===== config.mk =====
export PLATFORM = sky130hd
export DESIGN_NAME = axi4l_terminate_mr
export DESIGN_NICKNAME = d
export VERILOG_FILES = /design/src/rtl/axi4l_pkg.sv /design/src/rtl/axi4l_term_decode.sv /design/src/rtl/axi4l_terminate_mr.sv
export SDC_FILE = /design/constraint.sdc
export NUM_CORES = 1
export LEC_CHECK = 0
export ABC_AREA = 1
export BUFFER_PORTS_ARGS = -buffer_cell sky130_fd_sc_hd__buf_2
export CAP_MARGIN = 20
export CORE_MARGIN = 3
export CORE_UTILIZATION = 53
export DETAILED_ROUTE_END_ITERATION = 6
export PLACE_DENSITY_LB_ADDON = 0.15
export SLEW_MARGIN = 20
export SYNTH_ARGS = -nofsm -noshare
export SYNTH_HDL_FRONTEND = slang
export SYNTH_HIERARCHICAL = 1
export SYNTH_SLANG_ARGS = --single-unit

===== constraint.sdc =====
create_clock -name aclk -period 3.17 [get_ports aclk]
set_clock_uncertainty 0.05 [all_clocks]
set_input_delay 0.1585 -clock aclk [delete_from_list [all_inputs] [get_ports aclk]]
set_output_delay 0.1585 -clock aclk [all_outputs]
set_load 0.02 [all_outputs]

===== src/rtl/axi4l_pkg.sv =====
// Shared AXI4-Lite response definitions for the terminator slice.
// Contents: resp_t response code type, the four AXI response constants and
// a helper that flags any non-OKAY response.
package axi4l_pkg;

    typedef logic [1:0] resp_t;

    localparam resp_t OKAY   = 2'd0;
    localparam resp_t EXOKAY = 2'd1;
    localparam resp_t SLVERR = 2'd2;
    localparam resp_t DECERR = 2'd3;

    // True for any response that should be logged by the error-capture port.
    function automatic logic resp_is_err(input resp_t r);
        return r != OKAY;
    endfunction

endpackage


===== src/rtl/axi4l_term_decode.sv =====
// Combinational address decoder for the AXI4-Lite terminator.
// Ports:
//   addr_i  in   P_AW  address to decode
//   hit_o   out  1     address falls in at least one region
//   data_o  out  P_DW  read data of the winning region (P_ODATA on miss)
//   resp_o  out  2     response of the winning region (P_ORESP on miss)
module axi4l_term_decode
    import axi4l_pkg::*;
#(
    parameter int unsigned              P_AW    = 32,
    parameter int unsigned              P_DW    = 32,
    parameter int unsigned              P_NREG  = 2,
    parameter logic [P_NREG*P_AW-1:0]   P_START = '0,
    parameter logic [P_NREG*P_AW-1:0]   P_END   = '1,
    parameter logic [P_NREG*P_DW-1:0]   P_RDATA = '0,
    parameter logic [P_NREG*2-1:0]      P_RESP  = '0,
    parameter logic [P_DW-1:0]          P_ODATA = '0,
    parameter resp_t                    P_ORESP = DECERR
) (
    input  logic [P_AW-1:0] addr_i,
    output logic            hit_o,
    output logic [P_DW-1:0] data_o,
    output resp_t           resp_o
);

    // Scan from the highest index down so the lowest matching region wins.
    always_comb begin
        hit_o  = 1'b0;
        data_o = P_ODATA;
        resp_o = P_ORESP;
        for (int i = int'(P_NREG) - 1; i >= 0; i--) begin
            if ((addr_i >= P_START[i*P_AW +: P_AW]) &&
                (addr_i <= P_END[i*P_AW +: P_AW])) begin
                hit_o  = 1'b1;
                data_o = P_RDATA[i*P_DW +: P_DW];
                resp_o = resp_t'(P_RESP[i*2 +: 2]);
            end
        end
    end

endmodule


===== src/rtl/axi4l_terminate_mr.sv =====
// Multi-region AXI4-Lite slave terminator. Answers every access with a
// constant per-region read data / response (default reply outside all
// regions) and records non-OKAY accesses on a sticky error-capture port.
// Ports:
//   aclk, areset                  clock, synchronous active-high reset
//   axi_aw* / axi_w* / axi_b*     write address, data (ignored), response
//   axi_ar* / axi_r*              read address and data
//   err_clr                       clears err_valid and err_cnt
//   err_valid/addr/wr/cnt         first non-OKAY access and saturating count
module axi4l_terminate_mr
    import axi4l_pkg::*;
#(
    parameter int unsigned              P_AW    = 32,
    parameter int unsigned              P_DW    = 32,
    parameter int unsigned              P_NREG  = 2,
    parameter logic [P_NREG*P_AW-1:0]   P_START = '0,
    parameter logic [P_NREG*P_AW-1:0]   P_END   = '1,
    parameter logic [P_NREG*P_DW-1:0]   P_RDATA = '0,
    parameter logic [P_NREG*2-1:0]      P_RESP  = '0,
    parameter logic [P_DW-1:0]          P_ODATA = '0,
    parameter resp_t                    P_ORESP = DECERR,
    parameter int unsigned              P_CNT_W = 16
) (
    input  logic               aclk,
    input  logic               areset,

    input  logic [P_AW-1:0]    axi_awaddr,
    input  logic               axi_awvalid,
    output logic               axi_awready,

    input  logic [P_DW-1:0]    axi_wdata,
    input  logic [P_DW/8-1:0]  axi_wstrb,
    input  logic               axi_wvalid,
    output logic               axi_wready,

    output logic [1:0]         axi_bresp,
    output logic               axi_bvalid,
    input  logic               axi_bready,

    input  logic [P_AW-1:0]    axi_araddr,
    input  logic               axi_arvalid,
    output logic               axi_arready,

    output logic [P_DW-1:0]    axi_rdata,
    output logic [1:0]         axi_rresp,
    output logic               axi_rvalid,
    input  logic               axi_rready,

    input  logic               err_clr,
    output logic               err_valid,
    output logic [P_AW-1:0]    err_addr,
    output logic               err_wr,
    output logic [P_CNT_W-1:0] err_cnt
);

    typedef enum logic {R_IDLE, R_RESP} rstate_t;
    typedef enum logic {W_IDLE, W_RESP} wstate_t;

    // Decoders for both address channels
    logic            ar_hit, aw_hit;
    logic [P_DW-1:0] ar_data, aw_data;
    resp_t           ar_resp, aw_resp;

    axi4l_term_decode #(
        .P_AW(P_AW), .P_DW(P_DW), .P_NREG(P_NREG),
        .P_START(P_START), .P_END(P_END), .P_RDATA(P_RDATA),
        .P_RESP(P_RESP), .P_ODATA(P_ODATA), .P_ORESP(P_ORESP)
    ) u_dec_ar (
        .addr_i (axi_araddr),
        .hit_o  (ar_hit),
        .data_o (ar_data),
        .resp_o (ar_resp)
    );

    axi4l_term_decode #(
        .P_AW(P_AW), .P_DW(P_DW), .P_NREG(P_NREG),
        .P_START(P_START), .P_END(P_END), .P_RDATA(P_RDATA),
        .P_RESP(P_RESP), .P_ODATA(P_ODATA), .P_ORESP(P_ORESP)
    ) u_dec_aw (
        .addr_i (axi_awaddr),
        .hit_o  (aw_hit),
        .data_o (aw_data),
        .resp_o (aw_resp)
    );

    // Write data/strobes and hit flags carry no information for a terminator.
    logic unused_sigs;
    assign unused_sigs = ^{axi_wdata, axi_wstrb, ar_hit, aw_hit, aw_data};

    // ------------------------------------------------------------------
    // Read channel
    // ------------------------------------------------------------------
    rstate_t         rstate_q;
    logic            arready_q;
    logic            rvalid_q;
    logic [P_DW-1:0] rdata_q;
    resp_t           rresp_q;
    logic            ar_hs;

    assign ar_hs = axi_arvalid & arready_q;

    // Read FSM; arready rises one cycle after reset release.
    always_ff @(posedge aclk) begin
        if (areset) begin
            rstate_q  <= R_IDLE;
            arready_q <= 1'b0;
            rvalid_q  <= 1'b0;
            rdata_q   <= '0;
            rresp_q   <= OKAY;
        end else begin
            case (rstate_q)
                R_IDLE: begin
                    arready_q <= 1'b1;
                    if (ar_hs) begin
                        rdata_q   <= ar_data;
                        rresp_q   <= ar_resp;
                        rvalid_q  <= 1'b1;
                        arready_q <= 1'b0;
                        rstate_q  <= R_RESP;
                    end
                end
                R_RESP: begin
                    if (axi_rready) begin
                        rvalid_q  <= 1'b0;
                        arready_q <= 1'b1;
                        rstate_q  <= R_IDLE;
                    end
                end
                default: rstate_q <= R_IDLE;
            endcase
        end
    end

    // ------------------------------------------------------------------
    // Write channel
    // ------------------------------------------------------------------
    wstate_t wstate_q;
    logic    awready_q, wready_q;
    logic    aw_done_q, w_done_q;
    resp_t   aw_resp_q;
    logic    bvalid_q;
    resp_t   bresp_q;
    logic    aw_hs, w_hs, aw_got, w_got;

    assign aw_hs  = axi_awvalid & awready_q;
    assign w_hs   = axi_wvalid & wready_q;
    assign aw_got = aw_done_q | aw_hs;
    assign w_got  = w_done_q | w_hs;

    // Write FSM; AW and W are collected independently in W_IDLE.
    always_ff @(posedge aclk) begin
        if (areset) begin
            wstate_q  <= W_IDLE;
            awready_q <= 1'b0;
            wready_q  <= 1'b0;
            aw_done_q <= 1'b0;
            w_done_q  <= 1'b0;
            aw_resp_q <= OKAY;
            bvalid_q  <= 1'b0;
            bresp_q   <= OKAY;
        end else begin
            case (wstate_q)
                W_IDLE: begin
                    if (aw_got && w_got) begin
                        // Response comes from this cycle's AW if it just arrived.
                        bresp_q   <= aw_hs ? aw_resp : aw_resp_q;
                        bvalid_q  <= 1'b1;
                        awready_q <= 1'b0;
                        wready_q  <= 1'b0;
                        aw_done_q <= 1'b0;
                        w_done_q  <= 1'b0;
                        wstate_q  <= W_RESP;
                    end else begin
                        aw_done_q <= aw_got;
                        w_done_q  <= w_got;
                        awready_q <= ~aw_got;
                        wready_q  <= ~w_got;
                        if (aw_hs) begin
                            aw_resp_q <= aw_resp;
                        end
                    end
                end
                W_RESP: begin
                    if (axi_bready) begin
                        bvalid_q  <= 1'b0;
                        awready_q <= 1'b1;
                        wready_q  <= 1'b1;
                        wstate_q  <= W_IDLE;
                    end
                end
                default: wstate_q <= W_IDLE;
            endcase
        end
    end

    // ------------------------------------------------------------------
    // Error capture
    // ------------------------------------------------------------------
    logic               err_valid_q, err_valid_d;
    logic [P_AW-1:0]    err_addr_q, err_addr_d;
    logic               err_wr_q, err_wr_d;
    logic [P_CNT_W-1:0] err_cnt_q, err_cnt_d;
    logic               ar_err, aw_err;
    logic [P_CNT_W:0]   cnt_sum;
    logic [P_CNT_W-1:0] cnt_base;
    logic               valid_base;

    assign ar_err = ar_hs & resp_is_err(ar_resp);
    assign aw_err = aw_hs & resp_is_err(aw_resp);

    // Clear is applied first, then this cycle's events are counted/captured.
    always_comb begin
        err_valid_d = err_valid_q;
        err_addr_d  = err_addr_q;
        err_wr_d    = err_wr_q;
        err_cnt_d   = err_cnt_q;

        cnt_base   = err_clr ? '0 : err_cnt_q;
        valid_base = err_clr ? 1'b0 : err_valid_q;
        cnt_sum    = {1'b0, cnt_base} + (P_CNT_W+1)'(ar_err) + (P_CNT_W+1)'(aw_err);

        err_cnt_d   = cnt_sum[P_CNT_W] ? '1 : cnt_sum[P_CNT_W-1:0];
        err_valid_d = valid_base;

        if (!valid_base && (ar_err || aw_err)) begin
            err_valid_d = 1'b1;
            err_wr_d    = aw_err;
            err_addr_d  = aw_err ? axi_awaddr : axi_araddr;
        end
    end

    always_ff @(posedge aclk) begin
        if (areset) begin
            err_valid_q <= 1'b0;
            err_addr_q  <= '0;
            err_wr_q    <= 1'b0;
            err_cnt_q   <= '0;
        end else begin
            err_valid_q <= err_valid_d;
            err_addr_q  <= err_addr_d;
            err_wr_q    <= err_wr_d;
            err_cnt_q   <= err_cnt_d;
        end
    end

    assign axi_arready = arready_q;
    assign axi_rvalid  = rvalid_q;
    assign axi_rdata   = rdata_q;
    assign axi_rresp   = rresp_q;
    assign axi_awready = awready_q;
    assign axi_wready  = wready_q;
    assign axi_bvalid  = bvalid_q;
    assign axi_bresp   = bresp_q;
    assign err_valid   = err_valid_q;
    assign err_addr    = err_addr_q;
    assign err_wr      = err_wr_q;
    assign err_cnt     = err_cnt_q;

endmodule

==> After elaboration in Yosys (flattened, before gate mapping) <==
Cells that the tools add are included.
{ "totals": {"reg_bits": 65, "inputBits": 108} }
{ "classes": {"muxes": 30, "bitwise_logic": 12, "n_lt_le_gt_ge": 4, "add_sub_neg": 2, "n_eq_ne": 4, "reduce_logical": 13} }
{ "ops": {"columns": ["operator", "n"], "rows": [
  ["$ge A32 B1 Y1 const B", 2],
  ["$le A32 B32 Y1 const B", 2],
  ["$mux W16", 2],
  ["$mux W32", 1],
  ["$add A16 B1 Y17", 1],
  ["$add A17 B1 Y17", 1],
  ["$mux W1", 17],
  ["$pmux W1 S2", 7],
  ["$reduce_and A2 Y1", 5],
  ["$ne A2 B2 Y1 const B", 4],
  ["$mux W2", 3],
  ["$and A1 B1 Y1", 5],
  ["$not A1 Y1", 5],
  ["$logic_and A1 B1 Y1", 4],
  ["$reduce_bool A2 Y1", 2],
  ["$or A1 B1 Y1", 2],
  ["$logic_not A1 Y1", 1],
  ["$logic_or A1 B1 Y1", 1]
]} }

==> Logic depth before layout (Yosys ltp) <==
{ "logic_depth": {"ltp_word": 8, "depth_mapped": 14} }

==> By module <==
The synthesis kept the hierarchy.
{ "by_module_without_submodules": {"columns": ["mod", "seq_area_each_um2", "cells_each", "instances", "area_each_um2"], "rows": [
  ["axi4l_terminate_mr", 1941.9, 620, 1, 4322.9],
  ["axi4l_term_decode", 0.0, 37, 2, 270.3]
]} }

==> Least setup slack after synthesis <==
OpenSTA, ideal clock, no wires.
{ "synth_path": {"path_kind": "flip-flop to flip-flop", "start": "register arready_q (netlist: axi_arready)", "end": "register axi_rdata[18] (netlist name)", "path_buffers": 1, "path_stages_with_launch": 7, "path_slack_ps": 1713, "t_required_ps": 3004, "setup_ps": 116, "arrival_ps": 1291, "path_cell_list": "dfxtp_1 nand2_1 nor2_4 clkinv_1 clkbuf_1 nor2_1 nor2_1"} }
{ "synth_lines": {"columns": ["element", "line", "text"], "rows": [
  ["from (decl)", "axi4l_terminate_mr.sv:94", "logic arready_q;"],
  ["from (signal assigned)", "axi4l_terminate_mr.sv:106", "arready_q <= 1'b0;"],
  ["from (signal assigned)", "axi4l_terminate_mr.sv:113", "arready_q <= 1'b1;"],
  ["from (signal assigned)", "axi4l_terminate_mr.sv:118", "arready_q <= 1'b0;"]
]} }

==> Worst setup path after layout <==
{ "layout_path": {"start": "register arready_q (netlist: axi_arready)", "end": "register arready_q (netlist: axi_arready)"} }
{ "layout_between": {"elab_chain_cells": 3} }
{ "layout_rtl": {"columns": ["element", "line", "text"], "rows": [
  ["$and A1 B1 Y1", "axi4l_terminate_mr.sv:100", "assign ar_hs = axi_arvalid & arready_q;"],
  ["$mux W1", "axi4l_terminate_mr.sv:114", "if (ar_hs) begin"],
  ["$pmux W1 S2", "axi4l_terminate_mr.sv:111", "case (rstate_q)"]
]} }
Every way passes these cells.
A chain may end at the register's enable or synchronous reset.

==> impl_metrics.json <==
{
  "outcome": "completed",
  "initialDrtViolationCount": 172,
  "critPathMaxStageDelay_ns": 0.36,
  "hold_buffers": 1,
  "syn_to_final_growth_pct": 19.1,
  "hold_path.class": "in2reg",
  "cp_num_buf_inv": 3,
  "critPathMaxFanout": 36,
  "postCtsSetupBuffers": 0,
  "drive_gt1_frac": 0.268,
  "holdWs_ns": 0.0177,
  "cts_tree": "built",
  "row_count": 33,
  "worstPathCellList": "nand2_1 > nor2_4 > buf_4 > clkinv_1 > buf_4 > nand2_1 > a21oi_1",
  "rsz0062_at_grt": "false",
  "ir_worst_vdd_v": 0.000264,
  "tightest_slew_ns": 0.615,
  "avgSynthCellArea_um2": 6.99,
  "start_kind": "flip-flop",
  "clk_pin_slew_ns": 0.10,
  "hold_viol_final": 0,
  "grt_pass1_wl_um": 18400,
  "initial_core_util": 0.552,
  "syn_area_um2": 4600,
  "track_usage": 0.226,
  "wl_met2_um": 5330,
  "cts_buffer_depth": 2,
  "die_h_um": 99.2,
  "num_io_pins": 199,
  "gp_congestion": 0.872,
  "crit_arrival_ns": 1.89,
  "num_vias": 4437,
  "mostFrequentLayoutCells": "220 x nand2_1, 162 x buf_2, 97 x dfxtp_1",
  "core_area_um2": 8340,
  "grt_overflow": 0,
  "wl_met1_um": 4810,
  "wl_per_cell_um": 12.3,
  "cts-resized-gates": 0,
  "clock_sinks": 97,
  "setup_violations": 0,
  "crit_required_ns": 3.34,
  "ant_nets": 0,
  "hpwl_um": 7950,
  "grt_max_degree": 51,
  "crit_slowest_cell": "dfxtp_1",
  "drc": 0,
  "fp.dieW_um": 99.2,
  "top_layer": "met4",
  "max_slew_margin": 0.588,
  "n_antenna_cell": 0,
  "dr_wl_met3_um": 873,
  "clk_latency_ns": 0.36,
  "die-area_um2": 9830,
  "critPathTopFamily": "buffers and inverters",
  "period_share": 0.541,
  "powerDensity_nw_per_um2": 483,
  "fin_crit_ns": 1.72,
  "fin_cells": 912,
  "fmax_mhz": 583,
  "wirelength_um": 11200,
  "port_buffers": 162,
  "placed_cells": 895,
  "cts-root-buf": "clkbuf_8",
  "viasPerCell": 4.87,
  "drv_cap": 0,
  "grt_pass1_vias": 4060,
  "layout_commonest_cell": "nand2_1",
  "cts_buffers": 9,
  "finalSetupTns_ns": 0,
  "first_pass_iters": 5,
  "worst-setup-path-type": "reg2reg",
  "synth_cells": 658,
  "fin_nets": 912,
  "cts_max_level": 3,
  "yosys_warnings": 6,
  "end_kind": "flip-flop",
  "static-leakage-power_nw": 2.85,
  "antenna_found_initial": 0,
  "drv_slew": 0
}
==> flip-flops by register name, indices dropped and copies added (netlist names) <==
register / cells
axi_bvalid: 1
err_addr: 32
w_done_q: 1
aw_resp_q: 2
err_valid: 1
err_cnt: 16
axi_arready: 1
axi_rdata: 32
err_wr: 1
axi_awready: 1
axi_wready: 1
axi_bresp: 2
wstate_q: 1
rstate_q: 1
axi_rresp: 2
axi_rvalid: 1
aw_done_q: 1
==> cell type report <==
cell class	count	area, µm²
Sequential cell	97	1940
Multi-Input combinational cell	499	2250
Clock inverter	6	65.1
Inverter	29	111
Tap cell	105	131
Timing Repair Buffer	166	843
Clock buffer	10	138
Fill cell	793	2860
==> metal layers <==
layer	vias up	GRT usage
met5	-	0
met4	0	0.0693
met3	13	0.0596
met2	152	0.396
met1	1990	0.272
li1	2282	-
==> path summary, 6_finish.rpt <==
check	startpoint	end	slack (ns)	depth (start not counted)
worst max-delay path	axi_arready	axi_arready	1.45	7
worst min-delay path	axi_bready	axi_wready	0.02	3
worst max register to register	axi_arready	axi_arready	1.45	7
worst min register to register	axi_bvalid	axi_bvalid	0.40	2
==> worst reg2reg max path, stage by stage, from the launching register on <==
cell and delay [ns]:
dfxtp_1 0.36, nand2_1 0.11, nor2_4 0.09, buf_4 0.30, clkinv_1 0.24, buf_4 0.29
nand2_1 0.10, a21oi_1 0.06
==> through the flow <==
stage	util	instance area (µm²)	setup slack (ns)	total power, mW
2_1_floorplan	-	4730	1.71	1.73
3_3_place_gp	0.631	5270	1.50	1.82
3_5_place_dp	0.631	5270	1.43	1.84
4_1_cts	0.657	5480	1.42	2.65
5_1_grt	0.657	5480	1.28	2.80
6_report	0.657	5480	1.45	2.65
==> power by group <==
part / switching, mW / internal [mW]
combinational: 0.323 / 0.163
clock: 0.432 / 0.390
sequential: 0.0404 / 1.30
total: 0.795 / 1.85
Note: power is estimated with default switching activity, not from simulation.
